File: config.mk
export PLATFORM = sky130hd
export DESIGN_NAME = weight_streamer
export DESIGN_NICKNAME = d
export VERILOG_FILES = /design/src/rtl/weight_streamer_pkg.sv /design/src/rtl/rom.sv /design/src/rtl/weight_streamer.sv
export SDC_FILE = /design/constraint.sdc
export NUM_CORES = 1
export LEC_CHECK = 0
export ABC_AREA = 1
export CORE_MARGIN = 2
export CORE_UTILIZATION = 45
export DETAILED_ROUTE_END_ITERATION = 10
export MAX_ROUTING_LAYER = met4
export PLACE_DENSITY = 0.77
export SYNTH_ARGS = -nofsm -noshare
export SYNTH_HDL_FRONTEND = slang
export SYNTH_HIERARCHICAL = 1
export SYNTH_SLANG_ARGS = --single-unit
export TNS_END_PERCENT = 10
File: constraint.sdc
create_clock -name ap_clk -period 2.28 [get_ports ap_clk]
set_input_delay 0.456 -clock ap_clk [delete_from_list [all_inputs] [get_ports ap_clk]]
set_output_delay 0.456 -clock ap_clk [all_outputs]
set_load 0.005 [all_outputs]
File: src/rtl/weight_streamer_pkg.sv
// weight_streamer_pkg: FSM encoding and default parameters shared by the weight streamer.
package weight_streamer_pkg;
  typedef enum logic [1:0] {IDLE, RUN, DRAIN} state_t;
  localparam int COEFF_W_DEF = 16;
  localparam int DEPTH_DEF = 9;
  localparam int LANES_DEF = 1;
  localparam int REPEAT_DEF = 1;
  localparam string MEM_FILE_DEF = "./conv_0_weight.mem";
endpackage

File: src/rtl/rom.sv
// rom: synchronous-read ROM with one-cycle latency.
module rom #(
  parameter int mem_size = 9,
  parameter int data_width = 16,
  parameter string mem_file = ""
) (
  input  logic                        clk,
  input  logic [$clog2(mem_size)-1:0] addr,
  output logic [data_width-1:0]       q
);
  logic [data_width-1:0] mem [mem_size];
  always_ff @(posedge clk) q <= mem[addr];
endmodule

File: src/rtl/weight_streamer.sv
// weight_streamer: streams ROM words REPEAT times per ap_start through a 2-entry skid FIFO.
// Optional WEIGHT_STREAM_CHKSUM_EN adds a per-job 32-bit wrapping checksum of written words.
module weight_streamer
  import weight_streamer_pkg::*;
#(
  parameter int COEFF_W = COEFF_W_DEF,
  parameter int DEPTH = DEPTH_DEF,
  parameter int LANES = LANES_DEF,
  parameter int REPEAT = REPEAT_DEF,
  parameter string MEM_FILE = MEM_FILE_DEF
) (
  input  logic                       ap_clk,
  input  logic                       ap_rst,
  input  logic                       ap_start,
  output logic                       ap_idle,
  output logic                       ap_done,
  output logic [COEFF_W*LANES-1:0]   output_V_din,
  input  logic                       output_V_full_n,
  output logic                       output_V_write
`ifdef WEIGHT_STREAM_CHKSUM_EN
  ,
  output logic [31:0]                chksum
`endif
);
  localparam int W = COEFF_W * LANES;
  localparam int AW = $clog2(DEPTH);
  localparam int PW = $clog2(REPEAT + 1);
  state_t state, state_n;
  logic [AW-1:0] addr;
  logic [PW-1:0] pass;
  logic inflight, pop, issue, wrap, last_rd, fin, wp, rp;
  logic [1:0] cnt, occ;
  logic [W-1:0] q;
  logic [W-1:0] e [2];
  rom #(.mem_size(DEPTH), .data_width(W), .mem_file(MEM_FILE)) u_rom (
    .clk(ap_clk),
    .addr(addr),
    .q(q)
  );
  // Read issue only looks at registered occupancy plus this cycle's pop, so two slots always suffice.
  always_comb begin
    pop = cnt != 2'd0 && output_V_full_n && !ap_rst;
    occ = cnt + {1'b0, inflight} - {1'b0, pop};
    issue = state == RUN && occ < 2'd2;
    wrap = addr == AW'(DEPTH - 1);
    last_rd = issue && wrap && pass == PW'(REPEAT - 1);
    fin = state == DRAIN && pop && cnt == 2'd1 && !inflight;
    state_n = state == IDLE && ap_start ? RUN : last_rd ? DRAIN : fin ? IDLE : state;
  end
  always_ff @(posedge ap_clk) state <= ap_rst ? IDLE : state_n;
  always_ff @(posedge ap_clk) begin
    if (ap_rst) begin
      addr <= '0;
      pass <= '0;
      inflight <= 1'b0;
    end else begin
      inflight <= issue;
      if (issue) addr <= wrap ? '0 : addr + 1'b1;
      if (issue && wrap) pass <= pass == PW'(REPEAT - 1) ? '0 : pass + 1'b1;
    end
  end
  always_ff @(posedge ap_clk) begin
    if (ap_rst) begin
      e[0] <= '0;
      e[1] <= '0;
      wp <= 1'b0;
      rp <= 1'b0;
      cnt <= 2'd0;
      ap_done <= 1'b0;
    end else begin
      if (inflight) e[wp] <= q;
      if (inflight) wp <= ~wp;
      if (pop) rp <= ~rp;
      cnt <= occ;
      ap_done <= fin;
    end
  end
  assign ap_idle = state == IDLE;
  assign output_V_write = pop;
  assign output_V_din = e[rp];
`ifdef WEIGHT_STREAM_CHKSUM_EN
  always_ff @(posedge ap_clk) begin
    if (ap_rst || (state == IDLE && ap_start)) chksum <= '0;
    else if (pop) chksum <= chksum + 32'(output_V_din);
  end
`endif
endmodule

==> summary.txt <==
Logic synthesis
  – Post-synth top flop: edfxtp_1
  – Seq/Total Area, Yosys: between 50 and 60%
  – YS warnings: 6
  – Ranking of synthesized cells by area: edfxtp_1, dfxtp_1, mux2_2, nor2_1, buf_4
  – Mapped cell area: approximately 2100 µm²
  – Cell with the most instances after synthesis: nor2_1
  – Register bit total from synthesis: 45
  – EDFF count, synth: 32
  – Synth top area share: 45.6%
  – Gate Count Post-Synth: 205
  – Top cells by count, synth: nor2_1, edfxtp_1, inv_1
  – Avg Inst Size Synth: 10.3 µm²
  – Area leader, netlist: edfxtp_1
  – Asr flop ratio synth: 0%
  – Synth cell types: 21

Drt
  – WL met2: about 1.8 mm
  – Top sig layer: met4
  – Met3 Wirelength: about 110 µm
  – First DRT Iteration DRCs: 46
  – DRT Pass-1 Iters: 4
  – ANT nets after route: 0
  – Via-to-Cell Ratio: between 4 and 5
  – Vias: between 1000 and 1500
  – Routed WL: approximately 3.4 mm
  – Routed length per instance: 11.9 µm
  – Routed met1 length: 1.43 mm
  – DRC: 0

Setup path
  – Worst reg2reg path depth: 10
  – Critical Path AT: between 1500 and 2000 ps
  – CP endpoint kind: output pin
  – Critical path data required time: about 1800 ps
  – Critical Path Fanout Max: 3
  – R2r setup slk: slightly below 800 ps
  – Type of origin of the critical path: input port
  – Critical path type: input port to output pin

Pwr
  – Peak supply drop: between 0.3 and 0.4 mV
  – Clk pwr share: between 30% and 40%
  – Sw power: between 300 and 400 µW
  – Pint: 1.33 mW
  – Power Density: 683 nW/µm²
  – Leakage: between 1 and 1.5 nW
  – Seq pwr share: between 50% and 60%
  – Combinational share of power: between 10% and 20%
  – Sw frac: between 20% and 30%

Floorplanning
  – Die area: 5250 µm²
  – Core Area: 4440 µm²
  – Die Span Y: 72.4 µm
  – Chip width: 72.4 µm
  – Starting density of the core: around 47%
  – Cell Rows: 24
  – IO Pins: 23

Clocking
  – Root Driver: clkbuf_8
  – Deepest clock path buffer count: 2
  – Setup bufs post-CTS: 0
  – Clock latency on the worst-skew pair: around 300 ps
  – TritonCTS clock tree: yes
  – CTS sink count: 45
  – Num CTS Buffers: 5
  – Htree depth: 2
  – Reg clk slew, reported paths: ~70 ps

Final layout
  – Area occupied by multi-input gates: between 600 and 700 µm²
  – Fillcell total: 395
  – P&R area growth vs syn: 17.0%
  – Layout cell share with drive strength beyond 1: between 10% and 20%
  – Register area: between 1000 and 1500 µm²
  – Final nets: between 200 and 250
  – Ant diodes: 0
  – Post-layout util: ~55%

STA
  – Fin Setup TNS: 0 ps
  – Minimum clock period: between 2000 and 2500 ps
  – Final Max Slew Viols: 0
  – RSZ-0062 raised after global routing: no
  – Final-report setup violation count: 0
  – Worst Skew: 6.22 ps
  – Final period util: a little over nine tenths
  – Hold Fails Final Rpt: 0
  – Peak Freq: 468 MHz
  – PnR worst setup slack: 142 ps

Global route
  – All-Layer GR Usage: 14.7%
  – First-pass GRT wire length: about 5.5 mm
  – Vias in the first global route: roughly 1300
  – Gr ovfl total: 0
  – Antenna violations before repair: 0
  – Largest net degree at the start of global routing: 18

Run status
  – Status: complete, no violations

Placed design
  – GPL Wtd Cong: ~0.77
  – Detailed placement HPWL: about 2.3 mm
  – Dpl ws: roughly 62 ps
  – Buffers on Ports: 22

Run
  – Max-Cap Viols: 0

Hold path
  – Hold depth: 1
  – Hold WC Path Type: flip-flop to flip-flop
-- logic make-up (layout without fill, tap and decap cells) --
group,Yosys count,in the layout,share of synthesized area [%]
multiplexers,16,16,8.55
buffers and inverters,51,68,12.8
XOR/XNOR,1,1,0.416
adder cells (fa/ha/maj),3,3,1.78
AND/OR/NAND/NOR,76,76,15.1
AO/OA/AOI/OAI,12,12,3.21
flip-flops,45,45,58.0
other,1,16,0.178
-- final cells by class --
cell class / count / share of cell area [%]
clock buffer: 6 / 2.94
multi-input combinational: 124 / 27.3
clock inverter: 2 / 1.37
tap: 52 / 2.64
sequential: 45 / 49.5
inverter: 30 / 4.77
timing repair buffer: 30 / 11.5
-- registers in the layout, summed over array words and instances (netlist names), named ones only --
| register | count |
|---|---|
| cnt | 2 |
| ap_done | 1 |
| addr | 4 |
| inflight | 1 |
| wp | 1 |
| rp | 1 |
| state | 2 |
| e | 32 |
-- cells in the final DEF, fill, tap and decap left out --
master and n:
nor2_1 41, edfxtp_1 32, inv_1 29, clkdlybuf4s50_1 21, mux2_2 16, nand2_1 16, conb_1 16, nand3_1 15
dfxtp_1 13, buf_4 8, a21oi_1 7, clkbuf_8 5, o21ai_0 3, ha_1 3, nand4_1 2, inv_6 1
nand2_4 1, a21oi_2 1, o21ai_2 1, nand2_2 1, xor2_1 1, bufinv_16 1, clkbuf_1 1, clkinv_1 1
dlymetal6s2s_1 1
-- what timing repair did --
item	4_1_cts	5_1_grt
gates resized for setup	0	1
hold buffers	0	0
endpoints found under the setup margin	0	1
-- power by group through the flow --
stage | registers (mW) | logic, mW | clock network (mW)
2_1_floorplan | 0.947 | 0.118 | 0
3_3_place_gp | 0.949 | 0.170 | 0
3_5_place_dp | 0.952 | 0.173 | 0
4_1_cts | 0.933 | 0.173 | 0.589
5_1_grt | 0.937 | 0.194 | 0.626
6_report | 0.933 | 0.172 | 0.578
-- per-stage QoR --
stage	cells	cell area (µm²)	total power, mW	hold slack, ps
final	289	2470	1.68	467
after global routing	289	2470	1.76	478
after CTS	289	2460	1.70	457
after detailed placement	281	2360	1.13	446
after global placement	281	2360	1.12	441
after floorplan	220	2160	1.06	425
-- critical path: stages --
cell             delay [ps]
clkdlybuf4s50_1         520
nand2_4                  70
a21oi_2                 120
clkdlybuf4s50_1         510
-- path summary, 6_finish.rpt --
check / from / to
min: rp / rp
max: output_V_full_n / output_V_write
max reg2reg: cnt[0] / state[0]
min reg2reg: rp / rp
-- layer usage --
layer	vias up	track usage [%]
li1	694	-
met1	637	13.6
met2	22	27.1
met3	7	3.47
met4	0	8.64
met5	-	-
Power figures use the tool's default switching activity.
